File: src/rtl/mcycle_if.sv
// mcycle_if: request/response bundle between the Execute stage and the multi-cycle engine
//   master: start, flush, op (0 mul / 1 div), add, mc_long, op1..op3, wa3_in, wa5_in
//   slave:  busy, done, result1 (lo/quotient), result2 (hi/remainder), wa3_out, wa5_out, write_hi
interface mcycle_if #(parameter int WIDTH = 32);
    logic             start, flush, op, add, mc_long;
    logic [WIDTH-1:0] op1, op2, op3;
    logic [3:0]       wa3_in, wa5_in;
    logic             busy, done, write_hi;
    logic [WIDTH-1:0] result1, result2;
    logic [3:0]       wa3_out, wa5_out;
    modport master (
        output start, flush, op, add, mc_long, op1, op2, op3, wa3_in, wa5_in,
        input  busy, done, write_hi, result1, result2, wa3_out, wa5_out
    );
    modport slave (
        input  start, flush, op, add, mc_long, op1, op2, op3, wa3_in, wa5_in,
        output busy, done, write_hi, result1, result2, wa3_out, wa5_out
    );
endinterface

File: src/rtl/mcycle_unit.sv
// mcycle_unit: iterative shift-add multiply / restoring divide, one bit per cycle
//   clk_i  clock, rising edge
//   rst_ni asynchronous reset, active low
//   bus    mcycle_if.slave: operands, tags, start/flush in; busy/done, results, tags, write_hi out
module mcycle_unit #(parameter int WIDTH = 32) (
    input logic     clk_i,
    input logic     rst_ni,
    mcycle_if.slave bus
);
    localparam int CW = $clog2(WIDTH);
    typedef enum logic [1:0] {IDLE, RUN, DONE} state_t;
    state_t             state_q, state_d;
    logic [CW-1:0]      cnt_q, cnt_d;
    logic [2*WIDTH-1:0] p_q, p_d, step, fin, mul_step, div_step;
    logic [WIDTH-1:0]   opnd_q, opnd_d, acc_q, acc_d;
    logic [WIDTH-1:0]   res1_q, res1_d, res2_q, res2_d;
    logic               div_q, div_d, long_q, long_d, hi_q, hi_d;
    logic [3:0]         wa3c_q, wa3c_d, wa5c_q, wa5c_d, wa3o_q, wa3o_d, wa5o_q, wa5o_d;
    logic [WIDTH:0]     mul_sum, r_sh, r_new;
    logic               ge;
    // p_q holds {partial product, multiplier} for multiply, {remainder, dividend/quotient} for divide
    assign mul_sum  = {1'b0, p_q[2*WIDTH-1:WIDTH]} + (p_q[0] ? {1'b0, opnd_q} : '0);
    assign mul_step = {mul_sum, p_q[WIDTH-1:1]};
    assign r_sh     = p_q[2*WIDTH-1:WIDTH-1];
    assign ge       = r_sh >= {1'b0, opnd_q};
    assign r_new    = r_sh - (ge ? {1'b0, opnd_q} : '0);
    // a zero divisor always subtracts nothing: quotient all ones, remainder = dividend
    assign div_step = {r_new[WIDTH-1:0], p_q[WIDTH-2:0], ge};
    assign step     = div_q ? div_step : mul_step;
    // accumulate folded into the last step; non-long keeps the raw product high half
    assign fin      = step + {{WIDTH{1'b0}}, acc_q};
    always_comb begin
        state_d = state_q;
        cnt_d   = cnt_q;
        p_d     = p_q;
        opnd_d  = opnd_q;
        acc_d   = acc_q;
        div_d   = div_q;
        long_d  = long_q;
        wa3c_d  = wa3c_q;
        wa5c_d  = wa5c_q;
        res1_d  = res1_q;
        res2_d  = res2_q;
        wa3o_d  = wa3o_q;
        wa5o_d  = wa5o_q;
        hi_d    = hi_q;
        if (bus.flush)
            state_d = IDLE;
        else if (state_q == RUN) begin
            p_d   = step;
            cnt_d = cnt_q + 1'b1;
            if (cnt_q == CW'(WIDTH - 1)) begin
                state_d = DONE;
                res1_d  = fin[WIDTH-1:0];
                res2_d  = long_q ? fin[2*WIDTH-1:WIDTH] : step[2*WIDTH-1:WIDTH];
                wa3o_d  = wa3c_q;
                wa5o_d  = wa5c_q;
                hi_d    = long_q | div_q;
            end
        end else if (bus.start) begin
            state_d = RUN;
            cnt_d   = '0;
            div_d   = bus.op;
            long_d  = bus.mc_long & ~bus.op;
            opnd_d  = bus.op ? bus.op2 : bus.op1;
            p_d     = {{WIDTH{1'b0}}, bus.op ? bus.op1 : bus.op2};
            acc_d   = (bus.add & ~bus.op) ? bus.op3 : '0;
            wa3c_d  = bus.wa3_in;
            wa5c_d  = bus.wa5_in;
        end else
            state_d = IDLE;
    end
    always_ff @(posedge clk_i or negedge rst_ni) begin
        if (!rst_ni) begin
            state_q <= IDLE;
            cnt_q   <= '0;
            p_q     <= '0;
            opnd_q  <= '0;
            acc_q   <= '0;
            div_q   <= 1'b0;
            long_q  <= 1'b0;
            wa3c_q  <= '0;
            wa5c_q  <= '0;
            res1_q  <= '0;
            res2_q  <= '0;
            wa3o_q  <= '0;
            wa5o_q  <= '0;
            hi_q    <= 1'b0;
        end else begin
            state_q <= state_d;
            cnt_q   <= cnt_d;
            p_q     <= p_d;
            opnd_q  <= opnd_d;
            acc_q   <= acc_d;
            div_q   <= div_d;
            long_q  <= long_d;
            wa3c_q  <= wa3c_d;
            wa5c_q  <= wa5c_d;
            res1_q  <= res1_d;
            res2_q  <= res2_d;
            wa3o_q  <= wa3o_d;
            wa5o_q  <= wa5o_d;
            hi_q    <= hi_d;
        end
    end
    // combinational so the launch cycle itself stalls the pipe
    assign bus.busy     = (state_q == RUN) | bus.start;
    assign bus.done     = state_q == DONE;
    assign bus.result1  = res1_q;
    assign bus.result2  = res2_q;
    assign bus.wa3_out  = wa3o_q;
    assign bus.wa5_out  = wa5o_q;
    assign bus.write_hi = hi_q;
endmodule

File: src/flat_wrapper.sv
// flat-port wrapper written by rule: the top's interface ports become plain ports
module mcycle_unit_flat 
#(parameter int WIDTH = 32)
  (clk_i, rst_ni, bus_start, bus_flush, bus_op, bus_add, bus_mc_long, bus_op1, bus_op2, bus_op3, bus_wa3_in, bus_wa5_in, bus_busy, bus_done, bus_write_hi, bus_result1, bus_result2, bus_wa3_out, bus_wa5_out);
  mcycle_if #(.WIDTH(WIDTH)) bus_i ();
  input logic clk_i;
  input logic rst_ni;
  input wire logic [$bits(bus_i.start)-1:0] bus_start;
  input wire logic [$bits(bus_i.flush)-1:0] bus_flush;
  input wire logic [$bits(bus_i.op)-1:0] bus_op;
  input wire logic [$bits(bus_i.add)-1:0] bus_add;
  input wire logic [$bits(bus_i.mc_long)-1:0] bus_mc_long;
  input wire logic [$bits(bus_i.op1)-1:0] bus_op1;
  input wire logic [$bits(bus_i.op2)-1:0] bus_op2;
  input wire logic [$bits(bus_i.op3)-1:0] bus_op3;
  input wire logic [$bits(bus_i.wa3_in)-1:0] bus_wa3_in;
  input wire logic [$bits(bus_i.wa5_in)-1:0] bus_wa5_in;
  output wire logic [$bits(bus_i.busy)-1:0] bus_busy;
  output wire logic [$bits(bus_i.done)-1:0] bus_done;
  output wire logic [$bits(bus_i.write_hi)-1:0] bus_write_hi;
  output wire logic [$bits(bus_i.result1)-1:0] bus_result1;
  output wire logic [$bits(bus_i.result2)-1:0] bus_result2;
  output wire logic [$bits(bus_i.wa3_out)-1:0] bus_wa3_out;
  output wire logic [$bits(bus_i.wa5_out)-1:0] bus_wa5_out;
  assign bus_i.start = bus_start;
  assign bus_i.flush = bus_flush;
  assign bus_i.op = bus_op;
  assign bus_i.add = bus_add;
  assign bus_i.mc_long = bus_mc_long;
  assign bus_i.op1 = bus_op1;
  assign bus_i.op2 = bus_op2;
  assign bus_i.op3 = bus_op3;
  assign bus_i.wa3_in = bus_wa3_in;
  assign bus_i.wa5_in = bus_wa5_in;
  assign bus_busy = bus_i.busy;
  assign bus_done = bus_i.done;
  assign bus_write_hi = bus_i.write_hi;
  assign bus_result1 = bus_i.result1;
  assign bus_result2 = bus_i.result2;
  assign bus_wa3_out = bus_i.wa3_out;
  assign bus_wa5_out = bus_i.wa5_out;
  mcycle_unit #(.WIDTH(WIDTH)) u_core (.clk_i(clk_i), .rst_ni(rst_ni), .bus(bus_i));
endmodule
File: config.mk
export PLATFORM = sky130hd
export DESIGN_NAME = mcycle_unit_flat
export DESIGN_NICKNAME = d
export VERILOG_FILES = /design/src/rtl/mcycle_if.sv /design/src/rtl/mcycle_unit.sv /design/src/flat_wrapper.sv
export SDC_FILE = /design/constraint.sdc
export NUM_CORES = 1
export LEC_CHECK = 0
export BUFFER_PORTS_ARGS = -buffer_cell sky130_fd_sc_hd__buf_2
export CAP_MARGIN = 20
export CORE_MARGIN = 10
export CORE_UTILIZATION = 59
export CTS_BUF_LIST = sky130_fd_sc_hd__clkbuf_4 sky130_fd_sc_hd__clkbuf_8
export CTS_CLUSTER_DIAMETER = 200
export DETAILED_ROUTE_END_ITERATION = 10
export PLACE_DENSITY = 0.8
export RECOVER_POWER = 50
export SLEW_MARGIN = 20
export SYNTH_ARGS = -nofsm -noshare
export SYNTH_HDL_FRONTEND = slang
export SYNTH_SLANG_ARGS = --single-unit
File: constraint.sdc
create_clock -name clk_i -period 6.97 [get_ports clk_i]
set_input_delay 2.091 -clock clk_i [delete_from_list [all_inputs] [get_ports clk_i]]
set_output_delay 2.091 -clock clk_i [all_outputs]
set_load 0.005 [all_outputs]
==> metrics.yaml <==
final_layout:
  drive_gt1_frac: 0.140
  area.sequential_mm2: 0.00546
  area_growth_pct: 12.8
  multi_input_area_mm2: 0.0107
  fin_nets: 2456
  num-fill-cells: 2361
clocking:
  cts_resized: 0
  cts_num_sinks: 218
  insertion_delay_ps: 560
  clk_pin_slew_ps: 60
  cts_buffer_depth: 3
  cts_tree: "done"
  holdBufCountCts: 0
  root_buffer: "clkbuf_8"
  cts_buffers: 40
  htree_levels: 2
  postCtsSetupRepairBufs: 0
placed_design:
  gp_congestion: 0.983
  port_buffers: 185
  dp_hpwl_um: 40400
sta:
  hold_slack_ps: 468
  tns_ps: 0
  setup_viol: 0
  rsz0062_at_grt: "false"
  period_minus_slack_ps: 6580
  period_share: 0.944
  clock_skew_ps: 24.9
  slew_viol_final: 267
  hold_viol: 0
  slew-limit-headroom: -1.06
  fmax_mhz: 152
  worst_slew_pin_slew_ps: 3090
critical_path:
  path_max_fanout: 14
  endpoint_kind: "flip-flop"
  worstSetupStartpointType: "flip-flop"
  crit_buf_inv: 2
  path_class: "flip-flop to flip-flop"
  max_stage_delay_ps: 610
  crit_family: "simple AND/OR/NAND/NOR gates"
  slowest_stage: "or4b_4"
  crit_arrival_ps: 7060
  worstPathRequired_ps: 7450
die:
  die_h_um: 188
  core_area_mm2: 0.0279
  initial_utilization: 0.600
  num_rows: 61
  ios: 186
  dieArea_mm2: 0.0355
  chipWidth_um: 188
yosys:
  ys_seq_area_frac: 0.326
  ys_warn_count: 0
  netlist_area_mm2: 0.0167
  yosysUniqueCellTypes: 78
  synthFlopType: "dfrtp_1"
  synth-seq-cells: 218
  syn_nets: 2299
  synthCells: 2056
  synth_edf_count: 0
  syn_avg_cell_area_um2: 8.14
  async_flop_share: 1.00
drt:
  wl_per_cell_um: 20.5
  drt_iter0_drc: 1283
  first_pass_iters: 6
  vias: 16100
  drc: 0
  via_per_inst: 6.12
  routed_wl_um: 53800
  drt.antenna.violating_nets: 0
grt:
  first_global_vias: 15700
  grt_util_all_layers: 0.294
  grt_max_degree: 120
  antenna_found_initial: 4
  grt_first_pass_wirelength_um: 85100
  grt.overflow.total: 0
run_status:
  violations: "capacitance limit, slew limit"
  status: "finished, violations left"
flow_run:
  maxCapViolCount: 4
power:
  power_leakage_nw: 9.33
  pwr_density_cell_mw_per_mm2: 402
  ir_drop_v: 0.000233
worst_hold_path:
  min_path_type: "flip-flop to flip-flop"
power by group:
| part | internal, mW | switching, mW |
|---|---|---|
| logic | 1.78 | 2.77 |
| registers | 1.45 | 0.238 |
| clock network | 0.749 | 0.587 |
Yosys cell counts (12+ instances only):
master    number  share of area
mux2_2        33          0.022
nand2_1      391          0.088
and2_1        39          0.015
a21o_1        49          0.022
o211ai_1      19         0.0085
a21oi_1      140          0.042
nand2b_1      16         0.0060
nor2_1       125          0.028
nor2b_1       15         0.0056
mux2i_1       82          0.049
o21ai_0      212          0.063
a211oi_1      21         0.0094
xor2_1        32          0.017
buf_1         12         0.0027
dfrtp_1      218           0.33
o31ai_1       13         0.0058
ha_1         129          0.096
nand3_1       59          0.018
a31oi_1       16         0.0060
xnor2_1       54          0.028
o21a_1        13         0.0058
clkbuf_1      96          0.022
nor3_1        26         0.0078
inv_1         61          0.014
nand4_1       25         0.0094
area by class of cell:
| cell class | count | area share |
|---|---|---|
| Antenna cell | 3 | 0.000398 |
| Clock buffer | 65 | 0.0435 |
| Timing Repair Buffer | 224 | 0.0610 |
| Tap cell | 378 | 0.0251 |
| Clock inverter | 8 | 0.00292 |
| Inverter | 61 | 0.0121 |
| Multi-Input combinational cell | 1668 | 0.566 |
| Sequential cell | 218 | 0.289 |
worst paths after layout:
| kind | start | end | cells after the start | slack (ps) |
|---|---|---|---|---|
| worst max-delay path | u_core.opnd_q[20] | u_core.bus.result2[31] | 25 | 390 |
| min in group asynchronous | rst_ni | u_core.bus.result1[8] | 1 | 2470 |
| worst min-delay path | u_core.wa5c_q[1] | u_core.bus.wa5_out[1] | 2 | 470 |
| worst max register to register | u_core.opnd_q[20] | u_core.bus.result2[31] | 25 | 390 |
| max in group asynchronous | rst_ni | u_core.p_q[0] | 2 | 970 |
| worst min register to register | u_core.wa5c_q[1] | u_core.bus.wa5_out[1] | 2 | 470 |
cell usage in the layout (no fill, tap or decap), drive strengths merged, types with 14 or more instances in the layout:
cell	Yosys	layout
o31ai	14	14
inv	61	62
a21oi	142	142
a211oi	22	22
xor2	32	32
ha	129	129
nand2	392	392
dfrtp	218	218
nor2b	15	15
nand4	26	26
a31oi	16	16
o211ai	19	19
xnor2	54	54
o21ai	216	216
nand2b	16	16
clkbuf	96	117
nor3	27	27
nor2	125	125
mux2	33	33
buf	13	172
mux2i	82	82
nand3	59	59
and2	39	39
a21o	49	49
per-stage QoR:
| stage | utilization | worst slack (ps) | area (µm²) | instances | power [mW] |
|---|---|---|---|---|---|
| CTS | 0.679 | 251 | 18900 | 2622 | 7.46 |
| global route | 0.677 | 2.61 | 18900 | 2625 | 8.09 |
| finish | 0.677 | 392 | 18900 | 2625 | 7.58 |
| global placement | 0.648 | 411 | 18000 | 2549 | 6.02 |
| detailed placement | 0.648 | 269 | 18000 | 2549 | 6.09 |
| floorplan | - | 1250 | 16700 | 2056 | 4.76 |
sequential cells by signal (all words and copies together) (netlist names):
signal / flops
u_core.state_q: 2
u_core.opnd_q: 32
u_core.bus.result1: 32
u_core.bus.wa5_out: 4
u_core.bus.result2: 32
u_core.bus.wa3_out: 4
u_core.cnt_q: 5
u_core.bus.write_hi: 1
u_core.wa3c_q: 4
u_core.long_q: 1
u_core.acc_q: 32
u_core.p_q: 64
u_core.wa5c_q: 4
u_core.div_q: 1
cells by family after synthesis:
family | after synthesis | share of synthesized area
AND/OR/NAND/NOR | 767 | 0.211
multiplexers | 115 | 0.0713
buffers and inverters | 170 | 0.0382
XOR/XNOR | 87 | 0.0464
AO/OA/AOI/OAI | 567 | 0.207
adder cells (fa/ha/maj) | 132 | 0.100
flip-flops | 218 | 0.326
worst reg2reg max path, cell delays in order (launching register included):
cell      delay, ps
dfrtp_1         370
inv_1            50
ha_1            320
a21oi_1         160
o21ai_0         150
a221oi_1        320
o21ai_0         140
a211oi_1        270
o31a_1          200
o21bai_1         70
a211o_2         460
and2_1          210
ha_1            180
inv_1            70
fa_1            250
a211oi_2        120
o211a_1         250
nor4b_1         580
or4_1           220
nand4b_1        100
and3b_1         230
or4b_4          610
nor3_4          270
nand4_2         200
or4_1           530
a31oi_1         170
metal layers:
metal | wire length [µm] | vias to the layer above | GRT usage
met4 | 1580 | 2 | 0.0949
met2 | 23700 | 680 | 0.452
li1 | - | 7632 | -
met1 | 24000 | 7622 | 0.401
met3 | 4530 | 126 | 0.0672
met5 | 15 | - | 0
No activity file was read; power rests on OpenSTA's default activity.
